$ cat config.mk
export PLATFORM = sky130hd
export DESIGN_NAME = uart_rx
export DESIGN_NICKNAME = d
export VERILOG_FILES = /design/src/rtl/uart_rx.sv
export SDC_FILE = /design/constraint.sdc
export NUM_CORES = 1
export LEC_CHECK = 0
export CORE_MARGIN = 2
export CORE_UTILIZATION = 29
export CTS_BUF_LIST = sky130_fd_sc_hd__clkbuf_8
export DETAILED_ROUTE_END_ITERATION = 16
export HOLD_SLACK_MARGIN = 0.03
export SYNTH_ARGS = -nofsm -noshare
export SYNTH_HDL_FRONTEND = slang
export SYNTH_SLANG_ARGS = --single-unit
export TNS_END_PERCENT = 100
$ cat constraint.sdc
create_clock -name sys_clk -period 3.09 [get_ports sys_clk]
set_input_delay 0.618 -clock sys_clk [delete_from_list [all_inputs] [get_ports sys_clk]]
set_output_delay 0.618 -clock sys_clk [all_outputs]
set_load 0.01 [all_outputs]
$ cat src/rtl/uart_rx.sv
// uart_rx: 8N1 serial receiver.
//
// Recovers bytes from the asynchronous rx pin. Each correctly framed byte is
// presented on po_data with a one-cycle po_flag strobe. That is the same
// handshake the transmitter accepts, so the two blocks chain directly.
// A low stop bit gives a one-cycle frame_err pulse instead of po_flag.
//
// Parameters
//   UART_BPS  line baud rate
//   CLK_FREQ  sys_clk frequency in Hz (CLK_FREQ / UART_BPS must be 4..65535)
//
// Ports
//   sys_clk    system clock
//   sys_rst    synchronous active-high reset
//   rx         asynchronous serial line, idle high
//   po_data    last correctly framed byte (LSB first on the line)
//   po_flag    one-cycle pulse when po_data is updated
//   frame_err  one-cycle pulse when the stop bit is sampled low
//
// state | meaning
// IDLE  | waiting for a falling edge on the synchronized line
// START | checking the start bit at mid-bit (rejects glitches)
// DATA  | sampling 8 data bits at mid-bit, LSB first
// STOP  | checking the stop bit; publishes the byte or flags a framing error

module uart_rx #(
    parameter int UART_BPS = 9600,
    parameter int CLK_FREQ = 50_000_000
) (
    input  logic       sys_clk,
    input  logic       sys_rst,
    input  logic       rx,
    output logic [7:0] po_data,
    output logic       po_flag,
    output logic       frame_err
);

    localparam int BAUD_CNT_MAX = CLK_FREQ / UART_BPS;
    localparam int HALF         = BAUD_CNT_MAX / 2;
    localparam logic [15:0] BAUD_LAST = 16'(BAUD_CNT_MAX - 1);
    localparam logic [15:0] HALF_CNT  = 16'(HALF);

    typedef enum logic [1:0] {
        IDLE  = 2'd0,
        START = 2'd1,
        DATA  = 2'd2,
        STOP  = 2'd3
    } state_t;

    state_t      state;
    state_t      state_nxt;
    logic        s1;
    logic        s2;
    logic        s3;
    logic        s1_live;
    logic        armed;
    logic [15:0] baud_cnt;
    logic [3:0]  bit_cnt;
    logic [7:0]  shift;
    logic        start_edge;
    logic        strobe;

    // The synchronizer resets high, so a line held low through reset release
    // would look like a falling edge. Start detection stays disarmed until s1
    // has captured a real high level from the line after reset.
    assign start_edge = armed && !s2 && s3;
    assign strobe     = (state != IDLE) && (baud_cnt == HALF_CNT);

    always_ff @(posedge sys_clk) begin
        if (sys_rst) begin
            s1      <= 1'b1;
            s2      <= 1'b1;
            s3      <= 1'b1;
            s1_live <= 1'b0;
            armed   <= 1'b0;
        end else begin
            s1      <= rx;
            s2      <= s1;
            s3      <= s2;
            s1_live <= 1'b1;
            if (s1_live && s1) begin
                armed <= 1'b1;
            end
        end
    end

    always_ff @(posedge sys_clk) begin
        if (sys_rst) begin
            state <= IDLE;
        end else begin
            state <= state_nxt;
        end
    end

    always_comb begin
        state_nxt = state;
        case (state)
            IDLE: begin
                if (start_edge) begin
                    state_nxt = START;
                end
            end
            START: begin
                if (strobe) begin
                    state_nxt = s3 ? IDLE : DATA;
                end
            end
            DATA: begin
                if (strobe && (bit_cnt == 4'd7)) begin
                    state_nxt = STOP;
                end
            end
            STOP: begin
                // Leaving at mid-stop-bit lets a back-to-back start edge be seen.
                if (strobe) begin
                    state_nxt = IDLE;
                end
            end
            default: state_nxt = IDLE;
        endcase
    end

    always_ff @(posedge sys_clk) begin
        if (sys_rst) begin
            baud_cnt  <= 16'd0;
            bit_cnt   <= 4'd0;
            shift     <= 8'h00;
            po_data   <= 8'h00;
            po_flag   <= 1'b0;
            frame_err <= 1'b0;
        end else begin
            po_flag   <= 1'b0;
            frame_err <= 1'b0;

            if (state == IDLE) begin
                baud_cnt <= 16'd0;
                bit_cnt  <= 4'd0;
            end else if (baud_cnt == BAUD_LAST) begin
                baud_cnt <= 16'd0;
            end else begin
                baud_cnt <= baud_cnt + 16'd1;
            end

            if ((state == DATA) && strobe) begin
                shift   <= {s3, shift[7:1]};
                bit_cnt <= bit_cnt + 4'd1;
            end

            if ((state == STOP) && strobe) begin
                if (s3) begin
                    po_data <= shift;
                    po_flag <= 1'b1;
                end else begin
                    frame_err <= 1'b1;
                end
            end
        end
    end

endmodule

# After elaboration in Yosys (flattened, before gate mapping)
# Cells that the tools add are included.
[op_classes] n_addsub=2 muxes=11 eq_ne=10 bitwise=1 reduce_logical=15
[ops] operator="adder 16 x 1 -> 16 bit (second input constant)" n=1
[ops] operator="equality test 16 x 12 -> 1 bit (second input constant)" n=1
[ops] operator="equality test 16 x 13 -> 1 bit (second input constant)" n=1
[ops] operator="two-way mux 2 bit" n=5
[ops] operator="two-way mux 4 bit" n=2
[ops] operator="inequality test 2 bit (second input constant)" n=4
[ops] operator="case mux 2 bit (4 select lines)" n=1
[ops] operator="logical AND 1 bit" n=7
[ops] operator="adder 4 x 1 -> 4 bit (second input constant)" n=1
[ops] operator="equality test 2 bit (second input constant)" n=2
[ops] operator="equality test 4 x 3 -> 1 bit (second input constant)" n=1
[ops] operator="AND reduction 4 bit" n=1
[ops] operator="nonzero test 2 bit" n=2
[ops] operator="two-way mux 1 bit" n=3
[ops] operator="OR reduction 3 bit" n=1
[ops] operator="equality test 2 x 1 -> 1 bit (second input constant)" n=1
[ops] operator="logical NOT 2 bit" n=1
[ops] operator="AND reduction 2 bit" n=1
[ops] operator="OR reduction 2 bit" n=1
[ops] operator="logical NOT 1 bit" n=1
[ops] operator="inverter 1 bit" n=1
[word_totals] word_cells=51 output_inout_bits=10 register_bits=45 in_bits=3

# Depth between registers and ports, before layout
[depth] ltp_word=5 mapped_depth=7 depth_no_buf=6

# Least setup slack after synthesis
# No wires, ideal clock.
[synth_timing] path_type="register to register" start="reg baud_cnt[8]" end="reg po_data[0]" required_time_ns=2.974 setup_time_ns=0.116 path_stages_with_launch=6 arrival_time_ns=1.861 synth_period_minus_slack_ns=1.976 path_buffers=1 setup_slack_ns=1.114 cell_sequence="dfxtp_1 -> or3_4 -> or4_4 -> or2_1 -> buf_6 -> a31o_1"
[synth_between] elab_chain_cells=4
[synth_rtl] element="start, declared" line="57" rtl="logic [15:0] baud_cnt;"
[synth_rtl] element="start signal, assigned" line="141" rtl="baud_cnt <= baud_cnt + 16'd1;"
[synth_rtl] element="equality test 16 x 12 -> 1 bit" line="67" rtl="assign strobe = (state != IDLE) && (baud_cnt == HALF_CNT);"
[synth_rtl] element="logical AND 1 bit" line="67"
[synth_rtl] element="logical AND 1 bit" line="149" rtl="if ((state == STOP) && strobe) begin"
[synth_rtl] element="AND reduction 2 bit (no source line)"
[synth_rtl] element="end signal, assigned" line="151" rtl="po_data <= shift;"
[synth_rtl] element="end, declared" line="33" rtl="output logic [7:0] po_data,"
# Every way passes these cells.
# A chain may end at the register's enable or synchronous reset.

# Final worst setup path
[layout_timing] start="reg baud_cnt[8]" end="reg po_data[3]"
# Same word-level chain as after synthesis.

==> flow_metrics.tcl <==
set metrics [dict create \
    synth_xor_area_share_pct 5.99 \
    grt_pass1_vias 1365 \
    clk_pin_slew_ns 0.09 \
    die_area_sq_mm 0.00722 \
    cts_root_buffer "clkbuf_8" \
    crit_path_start_kind "flip-flop" \
    max_cap_violations 0 \
    syn_nets 210 \
    finalSetupViolCount 0 \
    io-pin-count 13 \
    cts.sinks 45 \
    fill_cells 646 \
    seq_area_frac_synth_pct 47.4 \
    worst_setup_path_end_kind "flip-flop" \
    synthAdderAreaFrac_pct 1.97 \
    grt_overflow 0 \
    synth_edf_count 0 \
    fin_ws_ns 0.894 \
    synthFlopType "dfxtp_1" \
    synth-simple-area-share_pct 29.5 \
    synth_cells 204 \
    first_iter_violations 88 \
    rsz0062_at_grt "no" \
    ctsHoldBuffers 0 \
    dp_slack_ns 0.606 \
    layout_common_cells "45 x dfxtp_1, 22 x nor2_1, 17 x nor3_1, 15 x nand2_1" \
    fmax_mhz 455 \
    worst_pin_slew_ns 0.636 \
    grt_pass1_wl_microns 6450 \
    postPlaceCellArea_sq_mm 0.00210 \
    drc 0 \
    crit_start "baud_cnt[8]" \
    synth_compound_area_share_pct 7.43 \
    area_growth_syn_to_layout_pct 15.1 \
    initial_core_util_pct 30.0 \
    max-vdd-ir-drop_v 0.000198 \
    ys_ff_latch 45 \
    multiInputGateArea_sq_um 933 \
    powerDensity_mw_per_mm2 446 \
    hold_viol 0 \
    hpwl_microns 2470 \
    synth.area.mux_share_pct 4.21 \
    coreArea_sq_mm 0.00635 \
    postLayoutCellArea_sq_mm 0.00219 \
    cts_made_buffers 5 \
    dpl.cell_count 287 \
    cts_tree "done" \
    outcome "complete, no violations" \
    route.antenna.remaining_nets 0 \
    dieHeight_microns 85.0 \
    report.final.slew_viol_count 0 \
    worstPathArrival_ns 2.39 \
    wl_per_cell_microns 12.2 \
    p_leak_nw 0.724 \
    gp_congestion 0.775 \
    htreeDepth 2 \
    synth_cell_types 43 \
    drive_above_1_share_pct 7.80 \
    finalCritPeriodShare_pct 71.1 \
    cp_data_required_time_ns 3.28 \
    vias_per_cell 4.87 \
    row_count 29 \
    final_cells 295 \
    ctsResizeCount 0 \
    grtUsageTotal_pct 10.9 \
    layout.nets 223 \
    cts_buffer_depth 2 \
    power.total_mw 0.976 \
    port_buffers 12 \
    via_count 1437 \
    hold_start "s1" \
    antenna_found_initial 0 \
    first_pass_iters 4 \
    layout_commonest_cell "dfxtp_1" \
    fin_tns_setup_ns 0 \
    fin_crit_ns 2.20 \
    antenna_cells 0 \
    finClkSkew_ns 0.0107 \
    path_max_fanout 14 \
    slew_headroom_pct 57.3 \
    register_area_sq_um 901 \
    grt_max_degree 20 \
    r2r_start "baud_cnt[8]" \
    syn_area_sq_mm 0.00190 \
    synth_top_family_by_area "simple AND/OR/NAND/NOR gates" \
    postSynthAreaPerCell_sq_um 9.32 \
    setup.worst_path.class "flip-flop to flip-flop" \
    ys_warn_count 0 \
    hold_class "flip-flop to flip-flop" \
    cts_setup_buffers 0 \
    finalWirelength_microns 3610 \
    die_x_microns 85.0 \
    insertion_delay_ns 0.30 \
    synthArstFlopShare_pct 0 \
]
[cell type report]
cell class                 count  area share, %
multi-input combinational    143           42.6
sequential                    45           41.1
timing repair buffer          14           6.17
tap                           77           4.40
clock buffer                   5           3.14
inverter                       8           1.37
clock inverter                 3           1.14
[worst max-delay path, stage by stage, from the launching register on]
cell     delay [ns]
dfxtp_1        0.38
or3_4          0.42
or4_4          0.65
or2_1          0.39
a31o_1         0.26
[synth_stat cells (3+ instances only)]
| library cell | instances | share of area, % |
|---|---|---|
| a31o_1 | 8 | 3.7 |
| clkbuf_1 | 7 | 1.4 |
| dfxtp_1 | 45 | 47 |
| ha_1 | 3 | 2.0 |
| inv_1 | 7 | 1.4 |
| mux2i_1 | 8 | 4.2 |
| nand2_1 | 15 | 3.0 |
| nand3_1 | 11 | 2.9 |
| nand4_1 | 8 | 2.6 |
| nand4bb_1 | 3 | 1.8 |
| nor2_1 | 22 | 4.3 |
| nor3_1 | 17 | 4.5 |
| or2_2 | 3 | 0.99 |
| xnor2_1 | 12 | 5.5 |
[cell families after synthesis]
family | count (synthesis)
AOI/OAI and AO/OA | 19
buffers and inverters | 16
xor gates and xnor gates | 13
muxes | 8
and+or+nand+nor | 100
DFF | 45
adders and majority gates | 3
[worst paths after layout]
path	to	slack (ns)	depth (start not counted)
worst max register to register	po_data[3]	0.89	4
worst min-delay path	s2	0.45	1
worst max-delay path	po_data[3]	0.89	4
worst min register to register	s2	0.45	1
[where the power goes]
group          total, mW  switching [mW]  internal [mW]
logic             0.0151         0.00910        0.00601
clock network      0.375           0.211          0.163
registers          0.586         0.00290          0.583
total              0.976           0.223          0.752
[state kept, by name, indices dropped and copies added, names as in the netlist, named ones only]
name,count
bit_cnt,4
s2,1
armed,1
s1_live,1
po_data,8
frame_err,1
shift,8
s3,1
state,1
baud_cnt,16
s1,1
po_flag,1
[stage by stage]
step | hold WS [ns] | utilization (%)
floorplan | 0.417 | -
global placement | 0.442 | 33.0
detailed placement | 0.440 | 33.0
CTS | 0.458 | 34.5
global route | 0.482 | 34.5
finish | 0.454 | 34.5
[per-layer routing]
layer | GRT usage, % | up-vias | part of all wire, %
met3 | 3.21 | 4 | 3.5
met4 | 3.90 | 0 | 0.92
met5 | 0 | - | 0
met2 | 16.1 | 24 | 45
met1 | 15.0 | 656 | 51
li1 | - | 753 | -
(Power assumes the default switching activity.)
